File: config.mk
export PLATFORM = sky130hd
export DESIGN_NAME = ifetch_unit
export DESIGN_NICKNAME = d
export VERILOG_FILES = /design/src/rtl/ifetch_unit.sv
export SDC_FILE = /design/constraint.sdc
export NUM_CORES = 1
export LEC_CHECK = 0
export CAP_MARGIN = 40
export CELL_PAD_IN_SITES_DETAIL_PLACEMENT = 1
export CELL_PAD_IN_SITES_GLOBAL_PLACEMENT = 1
export CORE_MARGIN = 3
export CORE_UTILIZATION = 40
export DETAILED_ROUTE_END_ITERATION = 8
export DONT_BUFFER_PORTS = 1
export GPL_ROUTABILITY_DRIVEN = 0
export PLACE_DENSITY = 0.66
export SETUP_SLACK_MARGIN = 0.15
export SLEW_MARGIN = 20
export SYNTH_ARGS = -nofsm -noshare
export SYNTH_HDL_FRONTEND = slang
export SYNTH_SLANG_ARGS = --single-unit
File: constraint.sdc
create_clock -name clk -period 1.7 [get_ports clk]
set_input_delay 0.17 -clock clk [delete_from_list [all_inputs] [get_ports clk]]
set_output_delay 0.17 -clock clk [all_outputs]
set_load 0.01 [all_outputs]
File: src/rtl/ifetch_unit.sv
// Instruction fetch unit: takes a PC from next_address_logic, runs one
// req/ack read to instruction memory, buffers the word and offers it to the
// decoder with a valid/ready handshake. A flush discards any outstanding
// fetch or buffered instruction.
module ifetch_unit #(
  parameter int ADDR_W = 32,
  parameter int DATA_W = 32,
  parameter int CNT_W  = 16
) (
  input  logic              clk,
  input  logic              rst,
  input  logic [ADDR_W-1:0] pc_addr,
  input  logic              pc_valid,
  output logic              pc_stall,
  input  logic              flush,
  output logic              mem_req,
  output logic [ADDR_W-1:0] mem_addr,
  input  logic [DATA_W-1:0] mem_rdata,
  input  logic              mem_ack,
  output logic [DATA_W-1:0] instr,
  output logic              instr_valid,
  input  logic              instr_ready,
  output logic              fault,
  output logic [CNT_W-1:0]  fetch_count
);

  typedef enum logic [1:0] {
    IDLE = 2'd0,
    REQ  = 2'd1,
    HOLD = 2'd2,
    DROP = 2'd3
  } state_t;

  state_t              state_reg, state_next;
  logic                mem_req_next;
  logic [ADDR_W-1:0]   mem_addr_next;
  logic [DATA_W-1:0]   instr_next;
  logic                instr_valid_next;
  logic                fault_next;
  logic [CNT_W-1:0]    fetch_count_next;

  logic                accept;
  logic                aligned;

  // PC back-pressure: only IDLE, or HOLD being released this cycle, can take
  // a new address.
  always_comb begin
    pc_stall = 1'b0;
    case (state_reg)
      IDLE:    pc_stall = 1'b0;
      REQ:     pc_stall = 1'b1;
      DROP:    pc_stall = 1'b1;
      HOLD:    pc_stall = ~(instr_ready | flush);
      default: pc_stall = 1'b0;
    endcase
  end

  assign accept  = pc_valid & ~pc_stall;
  assign aligned = (pc_addr[1:0] == 2'b00);

  // Next-state and registered-output logic; flush outranks ack/ready, and a
  // new address is considered only once flush has been handled.
  always_comb begin
    state_next       = state_reg;
    mem_req_next     = mem_req;
    mem_addr_next    = mem_addr;
    instr_next       = instr;
    instr_valid_next = instr_valid;
    fault_next       = 1'b0;
    fetch_count_next = fetch_count;

    case (state_reg)
      IDLE: begin
        if (accept) begin
          if (aligned) begin
            mem_addr_next = pc_addr;
            mem_req_next  = 1'b1;
            state_next    = REQ;
          end else begin
            fault_next = 1'b1;
            state_next = IDLE;
          end
        end
      end

      REQ: begin
        if (flush) begin
          if (mem_ack) begin
            mem_req_next = 1'b0;
            state_next   = IDLE;
          end else begin
            state_next = DROP;
          end
        end else if (mem_ack) begin
          instr_next       = mem_rdata;
          instr_valid_next = 1'b1;
          mem_req_next     = 1'b0;
          state_next       = HOLD;
        end
      end

      DROP: begin
        // Wait out the abandoned read; its data is never presented.
        if (mem_ack) begin
          mem_req_next = 1'b0;
          state_next   = IDLE;
        end
      end

      HOLD: begin
        if (flush) begin
          instr_valid_next = 1'b0;
        end else if (instr_ready) begin
          instr_valid_next = 1'b0;
          fetch_count_next = fetch_count + 1'b1;
        end
        if (flush || instr_ready) begin
          state_next = IDLE;
          if (accept) begin
            if (aligned) begin
              // Back-to-back request: no idle bubble after delivery.
              mem_addr_next = pc_addr;
              mem_req_next  = 1'b1;
              state_next    = REQ;
            end else begin
              fault_next = 1'b1;
            end
          end
        end
      end

      default: state_next = IDLE;
    endcase
  end

  // State and output registers with asynchronous active-low reset.
  always_ff @(posedge clk or negedge rst) begin
    if (!rst) begin
      state_reg   <= IDLE;
      mem_req     <= 1'b0;
      mem_addr    <= '0;
      instr       <= '0;
      instr_valid <= 1'b0;
      fault       <= 1'b0;
      fetch_count <= '0;
    end else begin
      state_reg   <= state_next;
      mem_req     <= mem_req_next;
      mem_addr    <= mem_addr_next;
      instr       <= instr_next;
      instr_valid <= instr_valid_next;
      fault       <= fault_next;
      fetch_count <= fetch_count_next;
    end
  end

endmodule
Yosys cells after proc, flatten, opt, wreduce, memory -nomap -nowiden
Index checks and enable logic that the tools add are counted.

Bits in registers: 85. Input port bits: 70. Output and inout bits: 84. Logic and storage cells: 64.

Add/sub/neg operators: 1. Equal/unequal tests: 11. Mux-type cells: 28. Bitwise operators: 5. Reduce and logical (&&, ||, !) cells: 12.

Operators by type and width (count): $mux 32 (3); $pmux 32 s2 (1); $add 16x1->16 const B (1); $mux 2 (7); $mux 1 (12); $ne 2x2->1 const B (5); $pmux 2 s4 (1); $reduce_and 4->1 (2); $ne 3x3->1 const B (2); $pmux 1 s3 (2); $reduce_and 3->1 (2); $eq 2x2->1 const B (2); $logic_not 2->1 (2); $pmux 1 s2 (2); $reduce_and 2->1 (2); $reduce_bool 2->1 (2); $not 1->1 (3); $eq 2x1->1 const B (1); $ne 2x1->1 const B (1); $reduce_or 2->1 (1); $and 1x1->1 (1); $logic_or 1x1->1 (1); $or 1x1->1 (1).

Depth between registers and ports, before layout
Gate-level depths: netlist (run 1).

Depth after elaboration: 8. Depth in mapped cells: 7. Depth with buffers taken out: 4.

Worst setup path after synthesis (run 1)
Ideal clock, no wire load.

Path kind: register to register. From: register state_reg[1]. To: register mem_addr[10]. Setup time: 125 ps. Data arrival time: 1493 ps. Data required time: 1575 ps. Path slack: 82 ps. Cell stages (with the launch flop): 6. Path buffers: 2. Clock period less this slack: 1618 ps. Cells stage by stage: dfrtp_1 > clkbuf_2 > nor3b_2 > nor3_4 > buf_6 > mux2_4.

Longest elaborated chain between the ends: 8. Elaborated cells on any way between the ends: 14. Those cells by class: eq/ne: 4; mux: 4; bitwise: 2; reduce/logical: 4.

Ends and longest elaborated chain: start: declaration (RTL line 34) `state_t state_reg, state_next;`; start signal: assignment (RTL line 147) `state_reg <= state_next;`; $eq 2x2->1 or $eq 2x1->1 (tied branches) (RTL line 49) `case (state_reg)`; $reduce_or 2->1 (no line); $pmux 1 s3 (RTL line 49); $not 1->1 (RTL line 58) `assign accept = pc_valid & ~pc_stall;`; $and 1x1->1 (RTL line 58); $mux 32 (2 in a row); $pmux 32 s2 (RTL line 72) `case (state_reg)`; end signal: assignment (RTL line 149) `mem_addr <= mem_addr_next;`; end: declaration (RTL line 17) `output logic [ADDR_W-1:0] mem_addr,`.

Parallel ways exist; a longest one is shown, timed or not. The select of a mux whose other input is x is not followed. A chain may end at the register's enable or synchronous reset.

Worst setup path after layout (run 1)
From: register state_reg[1]. To: register mem_addr[3].

The elaborated chain is that of the path after synthesis.

==> results.yml, run 1 <==
setup_path:
  cp-end-kind: "register"
  path_buf_inv: 2
  slowest_delay_ns: 0.40
  critPathMaxFanout: 11
  path_class: "reg -> reg"
  critPathTopFamily: "flip-flops"
  arrival_ns: 1.74
  path_cells: "nor3b_4, nor3_4, buf_4, buf_12, mux2_2"
  cp_data_required_time_ns: 1.93
  cp_slowest_cell: "dfrtp_1"
  cp-start-kind: "register"
detailed_routing:
  route.detailed.drc: 0
  routed.top_layer: "met4"
  wl_per_cell_um: 20.9
  drtIter0Drc: 29
  post_drt_via_cell_ratio: 5.17
  dr.pass1.iters: 3
  wl_met2_um: 4490
  vias: 2141
  totalWireLength_um: 8660
  ant_nets: 0
  met1_length_um: 3330
  met3_wirelength_um: 693
clocking:
  htree_num_levels: 3
  cts_max_path_buffers: 2
  root_buffer: "clkbuf_8"
  cts_hold_buf: 65
  cts_sinks: 85
  cts_tree: "built"
  clk_latency_ns: 0.35
  clk_pin_slew_ns: 0.09
  cts_buffers: 9
timing:
  worst_pin_slew_ns: 0.272
  grt_setup_unrepaired: "yes"
  finalSetupTns_ns: 0
  post-route-min-period_ns: 1.51
  fin_skew_ns: 0.0125
  setup_viol: 0
  drv_slew: 0
  fin_crit_sh: 0.888
  fmax_mhz: 663
  finalWorstSetupSlack_ns: 0.191
  fin_hold_ws_ns: -0.490
  relSlewSlack: 0.818
  hold_violations: 86
placement:
  port_buffers: 0
  place_ws_ns: 0.103
  dpl.hpwl_um: 5130
  post-place-cells: 330
yosys:
  seq_area_frac_synth: 0.613
  synth_area_um2: 3470
  synth_cells: 229
  ys_warn_count: 0
  synth_compound_area_frac: 0.0202
  synthXorXnorAreaFrac: 0.0379
  synth.area.mux_share: 0.226
  synth_edf_count: 0
  synth_largest_area_cell: "dfrtp_1"
  ys_types: 35
  synthFlopType: "dfrtp_1"
  synthAdderAreaFrac: 0.00361
  synth.net_count: 300
  synth_top_area_share: 0.613
  postSynth.asyncResetShare: 1.00
  syn_area_per_cell_um2: 15.1
  synth.most_common_cell: "dfrtp_1"
  ys_top_cells_by_area: "dfrtp_1 (61%), mux2_2 (12%), mux2_4 (8.7%)"
  synth_top_family_by_area: "multiplexers"
  synth_commonest_cells: "dfrtp_1 (85), mux2_2 (37), mux2_4 (20), xnor2_1 (13), nand2_1 (9)"
  synth_seq_cells: 85
  synthSimpleGateAreaFrac: 0.0715
status:
  status: "finished, violations left"
  violations: "hold timing"
layout:
  multi_input_area_um2: 1290
  final_cells: 414
  fin_nets: 374
  largest_registers: "instr: 32 flops, mem_addr: 32 flops, fetch_count: 16 flops"
  synthToLayoutAreaGrowth_pct: 30.6
  seqCellArea_um2: 2130
  nFillCells: 802
  drive_above_1_share: 0.308
flow_run:
  maxCapViolations: 0
global_routing:
  grt_usage: 0.177
  grt_pass1_wl_um: 13500
  grt_antenna_before_repair: 1
  grt_pass1_vias: 2463
  grt_max_degree: 86
  grt_overflow: 0
pwr:
  cellLeakagePower_uw: 0.00197
  vdd_ir_drop_max_mv: 0.607
  cellPowerDensity_nw_per_um2: 1480
floorplan:
  initial_core_util: 0.418
  die_h_um: 99.1
  dieArea_um2: 9820
  num_rows: 33
  core_area_um2: 8300
  fp.dieW_um: 99.1
  ios: 154
worst_hold_path:
  hold_path.class: "in -> async"
## metrics by stage
| stage | power [µW] | hold slack (ns) | util | cell area (µm²) |
|---|---|---|---|---|
| detailed placement | 5140 | -0.122 | 0.437 | 3630 |
| global route | 7110 | -0.526 | 0.546 | 4530 |
| CTS | 6720 | -0.516 | 0.541 | 4490 |
| finish | 6710 | -0.490 | 0.546 | 4530 |
| floorplan | 4750 | -0.126 | - | 3500 |
| global placement | 5050 | -0.122 | 0.437 | 3630 |
## cells in the final DEF, fill, tap and decap left out, drive strengths merged, types with 2 or more instances in the layout
cell / netlist / routed
nand2b: 2 / 2
dlygate4sd3: 0 / 65
buf: 10 / 8
nor3: 2 / 2
xnor2: 13 / 13
xor2: 2 / 2
mux2: 63 / 63
and3: 2 / 2
o21ai: 3 / 3
nand3: 3 / 3
dfrtp: 85 / 85
clkinv: 0 / 3
inv: 3 / 3
o22ai: 2 / 2
and4: 4 / 4
a21oi: 2 / 2
clkbuf: 1 / 12
nor2: 6 / 6
nand4: 5 / 5
nand2: 9 / 9
nor2b: 2 / 2
## worst paths after layout
check	startpoint	end	slack [ns]	depth (start not counted)
worst max-delay path	state_reg[1]	mem_addr[3]	0.19	5
worst min-delay path	rst	mem_addr[8]	-0.49	0
worst max register to register	state_reg[1]	mem_addr[3]	0.19	5
worst min register to register	fetch_count[15]	fetch_count[15]	0.55	1
max in group asynchronous	rst	instr[24]	2.04	0
min in group clk	pc_addr[3]	mem_addr[3]	-0.02	1
## power breakdown
part	switching, µW	total (µW)	internal [µW]
Combinational	474	1460	991
Sequential	1010	3810	2800
Clock	711	1430	723
Total	2190	6710	4520
## timing repair
action	in CTS	in global routing
buffers inserted	0	1
gates cloned	0	1
pin swaps	1	1
hold endpoints to repair	152	86
setup endpoints to repair	8	47
resized for setup	4	2
## kinds of logic after synthesis
group,after synthesis
XOR/XNOR,15
flip-flops,85
AND/OR/NAND/NOR,40
AO/OA/AOI/OAI,11
adder cells (fa/ha/maj),1
buffers and inverters,14
multiplexers,63
## final cells by class
| type | count | area share |
|---|---|---|
| antenna | 1 | 0.000553 |
| clock buffer | 11 | 0.0312 |
| tap | 105 | 0.0290 |
| sequential | 85 | 0.470 |
| multi-input combinational | 130 | 0.285 |
| inverter | 3 | 0.00249 |
| timing repair buffer | 74 | 0.169 |
| clock inverter | 5 | 0.0133 |
## metal layers
| layer | GRT usage | vias up |
|---|---|---|
| li1 | - | 952 |
| met1 | 0.202 | 1092 |
| met2 | 0.306 | 86 |
| met3 | 0.0596 | 11 |
| met4 | 0.0693 | 0 |
| met5 | 0 | - |
Note: power is estimated with default switching activity, not from simulation.
==> run 2, diff against run 1 <==
--- a/config.mk
+++ b/config.mk
@@ -5,6 +5,8 @@
 export SDC_FILE = /design/constraint.sdc
 export NUM_CORES = 1
 export LEC_CHECK = 0
+export ABC_AREA = 1
+export ABC_CLOCK_PERIOD_IN_PS = 1700
 export CAP_MARGIN = 40
 export CELL_PAD_IN_SITES_DETAIL_PLACEMENT = 1
 export CELL_PAD_IN_SITES_GLOBAL_PLACEMENT = 1
@@ -13,8 +15,8 @@
 export DETAILED_ROUTE_END_ITERATION = 8
 export DONT_BUFFER_PORTS = 1
 export GPL_ROUTABILITY_DRIVEN = 0
-export PLACE_DENSITY = 0.66
-export SETUP_SLACK_MARGIN = 0.15
+export PLACE_DENSITY = 0.71
+export SETUP_SLACK_MARGIN = 0.5
 export SLEW_MARGIN = 20
 export SYNTH_ARGS = -nofsm -noshare
 export SYNTH_HDL_FRONTEND = slang
==> results.yml, run 2 <==
layout:
  fin_nets: 614
  final_cells: 677
  multi_input_area_um2: 1710
  synthToLayoutAreaGrowth_pct: 44.3
  final_cell_area_um2: 5580
  antenna_cells: 0
  drive_above_1_share: 0.323
  largest_registers: "instr: 32 flops, mem_addr: 32 flops, fetch_count: 16 flops"
  layout_commonest_cell: "nand2_1"
  nFillCells: 1041
  seqCellArea_um2: 2140
  final_cell_mix: "nand2_1 (147), dfrtp_1 (74), dlygate4sd3_1 (63)"
yosys:
  ys_top_cells_by_area: "dfrtp_1 (55%), nand2_1 (18%), o21ai_2 (6.8%)"
  synth.net_count: 513
  synth.most_common_cell: "nand2_1"
  synth_commonest_cells: "nand2_1 (190), dfrtp_1 (85), inv_1 (54), o21ai_2 (30), nor2_1 (26)"
  ys_types: 25
  postSynth.asyncResetShare: 1.00
  syn_area_per_cell_um2: 8.75
  synthFlopType: "dfrtp_1"
  synth_area_um2: 3870
  ys_warn_count: 0
  synth_top_area_share: 0.550
  synth_edf_count: 0
  synth_cells: 442
  synth_largest_area_cell: "dfrtp_1"
  seq_area_frac_synth: 0.550
  synth_seq_cells: 85
pwr:
  vdd_ir_drop_max_mv: 0.699
  cellPowerDensity_nw_per_um2: 1380
  cellLeakagePower_uw: 0.00274
detailed_routing:
  wl_per_cell_um: 18.3
  post_drt_via_cell_ratio: 4.91
  dr.pass1.iters: 4
  route.detailed.drc: 0
  ant_nets: 0
  totalWireLength_um: 12400
  vias: 3327
  drtIter0Drc: 68
timing:
  finalSetupTns_ns: 0
  relSlewSlack: 0.625
  fmax_mhz: 693
  drv_slew: 0
  fin_hold_ws_ns: -0.501
  fin_crit_sh: 0.849
  grt_setup_unrepaired: "yes"
  setup_viol: 0
  hold_violations: 85
  finalWorstSetupSlack_ns: 0.257
  post-route-min-period_ns: 1.44
  fin_skew_ns: 0.0120
  worst_pin_slew_ns: 0.561
setup_path:
  critPathMaxFanout: 7
  path_class: "reg -> reg"
  r2r_cells: 6
  cp-end-kind: "register"
  r2r_start: "state_reg[0]"
  arrival_ns: 1.69
  crit_start: "state_reg[0]"
  r2r_slack_ns: 0.26
  crit_end: "mem_addr[28]"
  cp-start-kind: "register"
  timing.rr.end: "mem_addr[28]"
  cp_data_required_time_ns: 1.95
floorplan:
  die_h_um: 104
  num_rows: 35
  ios: 154
  initial_core_util: 0.414
  fp.dieW_um: 104
  core_area_um2: 9330
  dieArea_um2: 10900
flow_run:
  maxCapViolations: 0
clocking:
  clk_pin_slew_ns: 0.10
  root_buffer: "clkbuf_8"
  cts_buffers: 9
  cts_max_path_buffers: 2
  cts_tree: "built"
  cts_hold_buf: 63
  clk_latency_ns: 0.35
  htree_num_levels: 3
  cts_sinks: 85
placement:
  port_buffers: 0
  placed_cell_area_um2: 4000
  post-place-cells: 564
  dpl.hpwl_um: 6630
  place_ws_ns: 0.203
status:
  violations: "hold timing"
  status: "finished, violations left"
global_routing:
  grt_overflow: 0
  grt_usage: 0.212
  grt_pass1_wl_um: 18500
  grt_max_degree: 86
  grt_pass1_vias: 3539
  grt_antenna_before_repair: 0
worst_hold_path:
  hold_path.class: "in -> async"
run 2: changes by cell type after synthesis, sizes merged, moves of 3 or more:
cell,previous run,this run
xnor2,13,1
nand2,9,191
and4,4,0
o21ai,3,42
inv,3,57
xor2,2,6
buf,10,14
mux2,63,0
nor2,6,30
nand3,3,6
run 2: final cells by class:
class                   count  area share
inverters                  57      0.0413
clock inverters             6     0.00830
well taps                 129      0.0289
flip-flops and latches     85       0.384
repair inverters            1     0.00135
repair buffers            102       0.205
clock buffers              10      0.0247
multi-input cells         287       0.307
run 2: worst max-delay path: stages, from the launching register on:
cell and delay (ns):
dfrtp_1 0.41, buf_4 0.16, nor2_4 0.17, nand3_4 0.20
buf_12 0.22, nand2_1 0.10, o21ai_2 0.08
run 2: routing by layer:
metal | part of all wire | global-route usage | vias to the layer above
met5 | 0 | 0 | -
met4 | 0.018 | 0.0627 | 0
met3 | 0.070 | 0.0658 | 19
met2 | 0.52 | 0.370 | 120
met1 | 0.39 | 0.249 | 1638
li1 | - | - | 1550
run 2: how the worst min path moves through the flow:
stage,startpoint,end,cells past startpoint
floorplan,rst,fault,0
detailed placement,rst,mem_addr[17],0
global placement,rst,mem_addr[17],0
global route,rst,mem_addr[17],0
CTS,rst,fetch_count[13],0
finish,rst,mem_addr[31],0
run 2: power breakdown:
group | switching (µW) | total (µW) | internal (µW) | leakage, µW
clock network | 807 | 1390 | 583 | 0.0000893
logic | 1110 | 2200 | 1080 | 0.00159
registers | 1270 | 4110 | 2850 | 0.00106
total | 3190 | 7700 | 4510 | 0.00274
run 2: metrics by stage:
stage	total power [µW]	util
after floorplan	4970	-
after global placement	5310	0.428
after detailed placement	5440	0.428
after CTS	7240	0.556
after global routing	8230	0.598
final	7700	0.598
run 2: logic make-up (layout without fill, tap and decap cells):
group / Yosys count / in the layout / share of synthesized area
AND/OR/NAND/NOR: 233 / 234 / 0.246
flip-flops: 85 / 85 / 0.550
buffers and inverters: 71 / 176 / 0.0942
AO/OA/AOI/OAI: 45 / 45 / 0.0909
XOR/XNOR: 7 / 7 / 0.0159
adder cells (fa/ha/maj): 1 / 1 / 0.00324
run 2: repair_timing:
item                                    CTS  global route
endpoints found under the setup margin   83            85
endpoints found under the hold margin   148            85
gates cloned                              3             6
pin swaps                                12            12
gates resized for setup                  64            62
buffers inserted                         19             6
